===== src/rtl/hslp_pipe.sv =====
// hslp_pipe: 3-stage approximate unsigned multiplier with per-quadrant modes (exact/truncate/zero), 3-cycle latency, full-pipeline stall on !out_ready.
// Optional HSLP_ERR_STAT_EN adds err_cnt, a saturating count of delivered results that differ from the exact product.
module hslp_pipe #(
  parameter int W     = 8,
  parameter int TRUNC = W/4
) (
  input  logic           clk,
  input  logic           rst,
  input  logic           in_valid,
  output logic           in_ready,
  input  logic [W-1:0]   a,
  input  logic [W-1:0]   b,
  input  logic           cfg_we,
  input  logic [7:0]     cfg_mode,
  output logic           out_valid,
  input  logic           out_ready,
  output logic [2*W-1:0] prod,
  output logic           busy
`ifdef HSLP_ERR_STAT_EN
  ,
  output logic [15:0]    err_cnt
`endif
);

  localparam int H = W/2;
  localparam logic [W:0]   ONE      = (W+1)'(1);
  localparam logic [W:0]   LOW_ONES = (ONE << TRUNC) - ONE;
  localparam logic [W-1:0] TMASK    = ~LOW_ONES[W-1:0];

  function automatic logic [W-1:0] apply_mode(input logic [W-1:0] q, input logic [1:0] m);
    case (m)
      2'b01:   apply_mode = q & TMASK;
      2'b10:   apply_mode = '0;
      default: apply_mode = q;
    endcase
  endfunction

  logic [7:0]     r_mode;
  logic           r1_vld, r2_vld, r3_vld;
  logic [W-1:0]   r1_a, r1_b;
  logic [7:0]     r1_mode;
  logic [W-1:0]   r2_hh, r2_hl, r2_lh, r2_ll;
  logic [2*W-1:0] r3_prod;

  logic           w_adv;
  logic [H-1:0]   w_ah, w_al, w_bh, w_bl;
  logic [W-1:0]   w_hh, w_hl, w_lh, w_ll;
  logic [2*W-1:0] w_sum;

  // Single global enable: the whole pipe freezes while the output is blocked.
  assign w_adv     = !(r3_vld && !out_ready);
  assign in_ready  = w_adv;
  assign busy      = r1_vld | r2_vld | r3_vld;
  assign out_valid = r3_vld;
  assign prod      = r3_prod;

  assign w_ah = r1_a[W-1:H];
  assign w_al = r1_a[H-1:0];
  assign w_bh = r1_b[W-1:H];
  assign w_bl = r1_b[H-1:0];

  assign w_ll = apply_mode(W'(w_al) * W'(w_bl), r1_mode[1:0]);
  assign w_lh = apply_mode(W'(w_al) * W'(w_bh), r1_mode[3:2]);
  assign w_hl = apply_mode(W'(w_ah) * W'(w_bl), r1_mode[5:4]);
  assign w_hh = apply_mode(W'(w_ah) * W'(w_bh), r1_mode[7:6]);

  assign w_sum = ((2*W)'(r2_hh) << W)
               + (((2*W)'(r2_hl) + (2*W)'(r2_lh)) << H)
               + (2*W)'(r2_ll);

  // Mode changes only while the pipe is empty and nothing is being offered.
  always_ff @(posedge clk or posedge rst) begin
    if (rst) begin
      r_mode <= 8'h00;
    end else if (cfg_we && !busy && !in_valid) begin
      r_mode <= cfg_mode;
    end
  end

  always_ff @(posedge clk or posedge rst) begin
    if (rst) begin
      r1_vld  <= 1'b0;
      r1_a    <= '0;
      r1_b    <= '0;
      r1_mode <= 8'h00;
      r2_vld  <= 1'b0;
      r2_hh   <= '0;
      r2_hl   <= '0;
      r2_lh   <= '0;
      r2_ll   <= '0;
      r3_vld  <= 1'b0;
      r3_prod <= '0;
    end else if (w_adv) begin
      r1_vld  <= in_valid;
      if (in_valid) begin
        r1_a    <= a;
        r1_b    <= b;
        r1_mode <= r_mode;
      end
      r2_vld  <= r1_vld;
      r2_hh   <= w_hh;
      r2_hl   <= w_hl;
      r2_lh   <= w_lh;
      r2_ll   <= w_ll;
      r3_vld  <= r2_vld;
      r3_prod <= w_sum;
    end
  end

`ifdef HSLP_ERR_STAT_EN
  logic [2*W-1:0] r2_exact;
  logic           r3_err;
  logic [15:0]    r_err_cnt;

  assign err_cnt = r_err_cnt;

  always_ff @(posedge clk or posedge rst) begin
    if (rst) begin
      r2_exact <= '0;
      r3_err   <= 1'b0;
    end else if (w_adv) begin
      r2_exact <= (2*W)'(r1_a) * (2*W)'(r1_b);
      r3_err   <= (w_sum != r2_exact);
    end
  end

  always_ff @(posedge clk or posedge rst) begin
    if (rst) begin
      r_err_cnt <= 16'h0000;
    end else if (r3_vld && out_ready && r3_err && (r_err_cnt != 16'hFFFF)) begin
      r_err_cnt <= r_err_cnt + 16'h0001;
    end
  end
`endif

endmodule


===== config.mk =====
export PLATFORM = sky130hd
export DESIGN_NAME = hslp_pipe
export DESIGN_NICKNAME = d
export VERILOG_FILES = /design/src/rtl/hslp_pipe.sv
export SDC_FILE = /design/constraint.sdc
export NUM_CORES = 1
export LEC_CHECK = 0
export CORE_UTILIZATION = 44
export CTS_CLUSTER_DIAMETER = 100
export DETAILED_ROUTE_END_ITERATION = 16
export MAX_ROUTING_LAYER = met4
export PLACE_DENSITY = 0.68
export SYNTH_ARGS = -nofsm -noshare
export SYNTH_HDL_FRONTEND = slang
export SYNTH_SLANG_ARGS = --single-unit

===== constraint.sdc =====
create_clock -name clk -period 4.3 [get_ports clk]
set_input_delay 0.43 -clock clk [delete_from_list [all_inputs] [get_ports clk]]
set_output_delay 0.43 -clock clk [all_outputs]
set_load 0.02 [all_outputs]

==> summary.md, run 1 <==
| Metric | Value |
|---|---|
| Endpoints failing hold | 0 |
| CTS clk-pin slew, worst paths | 60 ps |
| FF-to-FF setup slack | 910 ps |
| Worst-margin pin slew | 962 ps |
| Wire length per cell | 14.3 µm |
| Max_cap viols | 0 |
| H-tree Lvls | 3 |
| Commonest non-fill, non-tap cells in the layout | dfrtp_1 (83), nand2_1 (79), ha_1 (69) |
| Share of layout cells above drive strength 1 | 9.03% |
| # fillers | 1164 |
| Reg2Reg Capture Point | prod[15] |
| Top FF cell, synth | dfrtp_1 |
| Die X | 116 µm |
| Syn nets | 682 |
| Fmax | 0.295 GHz |
| Routability Congestion | 0.822 |
| Site Rows | 41 |
| Critical Path RT | 4560 ps |
| RSZ-0062 raised after global routing | false |
| Pin count of the biggest net entering global routing | 60 |
| Overall power | 4.91 mW |
| # setup viols final | 0 |
| CTS tree | built |
| Ports | 48 |
| Average cell area after synthesis | 10.0 µm² |
| Pwr dens | 737 nW/µm² |
| Final worst path period need | 3390 ps |
| Area Growth Syn to Fin | 17.2% |
| DR vias/cell | 5.15 |
| Total Wirelength | 11300 µm |
| Post-Syn Instances | 566 |
| Reg area | 2080 µm² |
| Worst Reg-to-Reg Cells | 14 |
| Critical path capture point type | flip-flop |
| Clk root buf | clkbuf_16 |
| CP Class | flip-flop to flip-flop |
| Worst skew pair latency | 340 ps |
| Layout Cells excl Fill | 792 |
| Placed Cells | 777 |
| Synth async-reset ratio | 100% |
| Worst-path cell chain | ha_1, inv_1, fa_1, nor2b_1, o21ai_0, a21boi_0, o31ai_1, a21boi_0, ha_1, a21o_1, a2111oi_2, o2bb2ai_1, a21o_1, a31oi_1 |
| Drt pass-1 iters | 4 |
| Initial core utilization | 45.0% |
| Post-layout nets | 732 |
| Gr ovfl total | 0 |
| Worst-case clock skew | 4.61 ps |
| Synth cell types | 51 |
| GRT Total Usage | 19.4% |
| Min-delay src | prod[5] |
| Slew Limit Fails | 0 |
| Post-synthesis register bit count | 83 |
| Die area | 13400 µm² |
| Hold-fix buffer count after cts | 0 |
| CTS max path bufs | 2 |
| IR drop worst, VDD | 0.000361 V |
| Via count | 4076 |
| Core area | 12600 µm² |
| Worst R2R Start | r2_lh[0] |
| Hold Path Sink | prod[5] |
| Hold path cells | 2 |
| Min-Delay Path Class | flip-flop to flip-flop |
| Initial DRC Count | 129 |
| Commonest non-fill, non-tap cell in the layout | dfrtp_1 |
| Area occupied by multi-input gates | 3390 µm² |
| YS warnings | 0 |
| Largest delay contributor family on the critical path | compound AO/OA/AOI/OAI gates |
| Slowest stage cell, crit path | fa_1 |
| Clock buffer count from CTS | 9 |
| Diodes inserted | 0 |
| Sink Count | 83 |
| EDFF count, synth | 0 |
| Max stage delay on crit path | 410 ps |
| Post-CTS sizing | 0 |
| Synth Cell Area | 5680 µm² |
| Max-slew headroom | 35.8% |
| Final TNS setup | 0 ps |
| Post-DRT Antenna Nets | 0 |
| Crit share post-route | 78.7% |
| Post-CTS Setup Bufs | 0 |
| Post-synthesis sequential area ratio | 36.6% |
| Buf/Inv on CP | 1 |
| First-pass GRT wire length | 19400 µm |
| Setup crit start | r2_lh[0] |
| Total leakage power | 3.27 nW |
| Worst hold margin | 469 ps |
| Status | complete, no violations |
| DP HPWL | 8730 µm |
| Crit Path Max Fanout | 8 |
| Initial antenna violation count | 0 |
| Worst Setup Start Kind | flip-flop |
| Vias in the first global route | 4176 |
| Port Buffers | 47 |
| WP data arrival | 3650 ps |
| Vert. Die Dim | 116 µm |
| DRC viols | 0 |
==> power breakdown <==
part           total, mW  switching, mW  internal, mW
clock              0.823          0.304         0.519
sequential          1.38          0.263          1.11
combinational       2.71           1.44          1.27
==> state kept, by name, summed over array words and instances, names as in the netlist <==
| name | flops |
|---|---|
| out_valid | 1 |
| prod | 16 |
| r1_a | 8 |
| r1_b | 8 |
| r1_mode | 8 |
| r1_vld | 1 |
| r2_hh | 8 |
| r2_hl | 8 |
| r2_lh | 8 |
| r2_ll | 8 |
| r2_vld | 1 |
| r_mode | 8 |
==> Yosys cell counts, types with 4 or more instances <==
cell / count / area, µm²
fa_1: 18 / 360
and2_1: 50 / 313
o21ai_0: 36 / 180
nor2_1: 15 / 56.3
nor3b_1: 11 / 82.6
mux2_4: 8 / 120
ha_1: 69 / 863
nand2b_1: 5 / 31.3
mux2_2: 24 / 270
clkbuf_1: 5 / 18.8
xnor2_1: 12 / 105
xor2_1: 9 / 78.8
nand2_1: 79 / 297
nand3_1: 12 / 60.1
a21o_1: 16 / 120
dfrtp_1: 83 / 2080
o21ai_1: 4 / 20.0
a21oi_1: 23 / 115
inv_1: 43 / 161
==> stage by stage <==
stage	cell area (µm²)	setup WS, ps	utilization, %
after floorplan	5680	1240	-
after global placement	6340	1040	50.2
after detailed placement	6340	921	50.2
after CTS	6660	895	52.8
after global routing	6660	642	52.8
final	6660	914	52.8
==> worst min-delay path: stages, from the launching register on <==
cell	delay [ps]
dfrtp_1	340
nand2_1	50
nand2_1	50
==> layout make-up <==
type	count	share of cell area, %
repair buffers	51	7.52
flip-flops and latches	83	31.2
clock inverters	5	1.17
well taps	172	3.23
clock buffers	10	3.59
inverters	43	2.44
multi-input cells	428	50.9
==> cell families (layout without fill, tap and decap cells) <==
group                    Yosys count  count (layout)  synth area share [%]
multiplexers                      34              34                  7.22
AND/OR/NAND/NOR                  185             185                  16.7
adder cells (fa/ha/maj)           87              87                  21.5
flip-flops                        83              83                  36.6
buffers and inverters             55             109                  3.92
XOR/XNOR                          21              21                  3.24
AO/OA/AOI/OAI                    101             101                  10.8
==> routing by layer <==
metal	vias up	wire length, µm	global-route usage, %
li1	2036	-	-
met2	56	5600	32.9
met1	1965	5100	23.3
met5	-	0	-
met3	19	424	3.61
met4	0	179	6.50
==> worst max-delay path by stage <==
stage	to	slack [ps]	cells after the start
after floorplan	prod[15]	1240	14
after global placement	prod[15]	1040	14
after detailed placement	prod[15]	920	14
after CTS	prod[15]	890	14
after global routing	prod[15]	640	14
final	prod[15]	910	14
Power figures use the tool's default switching activity.
==> inputs of run 2 (changes only) <==
--- a/config.mk
+++ b/config.mk
@@ -9,7 +9,7 @@
 export CTS_CLUSTER_DIAMETER = 100
 export DETAILED_ROUTE_END_ITERATION = 16
 export MAX_ROUTING_LAYER = met4
-export PLACE_DENSITY = 0.68
+export PLACE_DENSITY = 0.71
 export SYNTH_ARGS = -nofsm -noshare
 export SYNTH_HDL_FRONTEND = slang
 export SYNTH_SLANG_ARGS = --single-unit
==> constraint.sdc (replaced) <==
create_clock -name clk -period 2.85 [get_ports clk]
set_input_delay 0.285 -clock clk [delete_from_list [all_inputs] [get_ports clk]]
set_output_delay 0.285 -clock clk [all_outputs]
set_load 0.02 [all_outputs]
==> summary.md, run 2 (synthesized netlist as in run 1, its figures left out) <==
| Metric | Value |
|---|---|
| Clk pwr share | 12.9% |
| Die X | 116 µm |
| Pin count of the biggest net entering global routing | 60 |
| Drt pass-1 iters | 4 |
| Status | finished, violations left |
| Area Growth Syn to Fin | 27.2% |
| Worst Reg-to-Reg Cells | 14 |
| Total leakage power | 3.52 nW |
| Worst Setup Start Kind | flip-flop |
| Max stage delay on crit path | 360 ps |
| Commonest non-fill, non-tap cell in the layout | dfrtp_1 |
| Failing checks | setup timing |
| NetSw | 3.47 mW |
| Slew Limit Fails | 0 |
| Vert. Die Dim | 116 µm |
| Seq pwr share | 24.4% |
| Slowest stage cell, crit path | dfrtp_1 |
| Critical Path RT | 3120 ps |
| Crit Path Max Fanout | 3 |
| Share of layout cells above drive strength 1 | 23.1% |
| Min-Delay Path Class | primary input to async pin |
| IR drop worst, VDD | 0.000587 V |
| Commonest non-fill, non-tap cells in the layout | dfrtp_1 (79), nand2_1 (73), ha_1 (63) |
| Post-layout nets | 779 |
| Hold-fix buffer count after cts | 0 |
| Buf/Inv on CP | 1 |
| Final worst-path setup slack | -33.6 ps |
| Placed Cells | 812 |
| Initial core utilization | 45.0% |
| CP Class | flip-flop to flip-flop |
| Post-DRT Antenna Nets | 0 |
| Area occupied by multi-input gates | 3620 µm² |
| Ports | 48 |
| CTS clk-pin slew, worst paths | 60 ps |
| FF-to-FF setup slack | -30 ps |
| Setup crit start | r2_hl[0] |
| DRC viols | 0 |
| Layout Cells excl Fill | 840 |
| Max reg flops | 16 |
| Worst-path cell chain | ha_2, inv_2, fa_2, nor2b_2, o21ai_2, a21boi_2, o21ai_2, a21boi_2, ha_4, a21o_1, a2111oi_4, o2bb2ai_2, a21o_1, a31oi_1 |
| Core area | 12600 µm² |
| CTS tree | built |
| Initial antenna violation count | 0 |
| Fmax | 0.347 GHz |
| CP Depth | 14 |
| Worst-case clock skew | 8.41 ps |
| WP data arrival | 3150 ps |
| # fillers | 1109 |
| Gr ovfl total | 0 |
| # setup viols final | 2 |
| Pwr dens | 1160 nW/µm² |
| Diodes inserted | 0 |
| GRT Total Usage | 21.0% |
| Total Wirelength | 12700 µm |
| Initial DRC Count | 159 |
| Pint | 4.91 mW |
| Sink Count | 83 |
| Worst skew pair latency | 340 ps |
| Final TNS setup | -38.6 ps |
| Critical path capture point type | flip-flop |
| Max-slew headroom | 57.3% |
| Max_cap viols | 0 |
| Endpoints failing hold | 0 |
| Logic pwr share | 62.6% |
| Wire length per cell | 15.1 µm |
| Worst-margin pin slew | 640 ps |
| Die area | 13400 µm² |
| Largest delay contributor family on the critical path | compound AO/OA/AOI/OAI gates |
| RSZ-0062 raised after global routing | true |
| Routability Congestion | 0.929 |
| Via count | 4415 |
| Reg2Reg Capture Point | prod[15] |
| Final worst path period need | 2880 ps |
| Crit share post-route | 101% |
| Vias in the first global route | 4490 |
| DP HPWL | 9500 µm |
| H-tree Lvls | 3 |
| Sw Share | 41.4% |
| CP endpoint | prod[15] |
| Site Rows | 41 |
| First-pass GRT wire length | 20900 µm |
| Worst R2R Start | r2_hl[0] |
| Reg area | 2080 µm² |
| Clk root buf | clkbuf_16 |
| Clock buffer count from CTS | 9 |
| CTS max path bufs | 2 |
| Port Buffers | 47 |
| DR vias/cell | 5.26 |
[run 2: changes by cell type in the layout (fill, tap and decap cells not counted), sizes merged]
cell,before,now
buf,4,51
bufinv,2,0
clkinvlp,1,3
clkinv,3,4
[run 2: routing by layer]
metal	GRT usage, %	share of wire (%)	wire length (µm)
met3	3.29	2.5	315
met5	-	0	0
met4	8.97	2.6	325
met1	25.0	44	5580
met2	35.3	51	6490
[run 2: layout make-up]
type / count / share of cell area [%]
Tap cell: 172 / 2.98
Sequential cell: 83 / 28.8
Multi-Input combinational cell: 428 / 50.1
Clock inverter: 6 / 0.571
Clock buffer: 10 / 3.31
Timing Repair Buffer: 98 / 12.0
Inverter: 43 / 2.25
[run 2: per-stage QoR]
stage | cell area (µm²) | hold slack (ps) | util (%) | worst slack, ps | power (mW)
finish | 7230 | 332 | 57.3 | -33.6 | 8.37
floorplan | 5680 | 434 | - | -47.7 | 5.07
global placement | 6620 | 452 | 52.4 | -143 | 6.45
detailed placement | 6620 | 456 | 52.4 | -306 | 6.65
CTS | 7010 | 343 | 55.6 | -105 | 7.95
global route | 7230 | 406 | 57.3 | -202 | 9.13
[run 2: worst min-delay path by stage]
| stage | end | cells after the start | from | slack (ps) |
|---|---|---|---|---|
| floorplan | r_mode[0] | 1 | cfg_mode[0] | 430 |
| global route | r1_vld | 2 | rst | 410 |
| detailed placement | prod[4] | 2 | prod[4] | 460 |
| global placement | prod[3] | 2 | prod[3] | 450 |
| CTS | r1_vld | 2 | rst | 340 |
| finish | r1_b[0] | 2 | rst | 330 |
[run 2: what timing repair did]
item,in CTS,in global routing
setup buffers,5,7
pin swaps,16,22
gates resized for setup,17,44
setup endpoints to repair,12,20
[run 2: power groups by stage]
stage | combinational, mW | sequential (mW) | clock, mW
finish | 5.24 | 2.05 | 1.08
global route | 5.86 | 2.11 | 1.16
CTS | 4.81 | 2.03 | 1.11
detailed placement | 4.60 | 2.05 | 0
global placement | 4.43 | 2.02 | 0
floorplan | 2.97 | 2.09 | 0
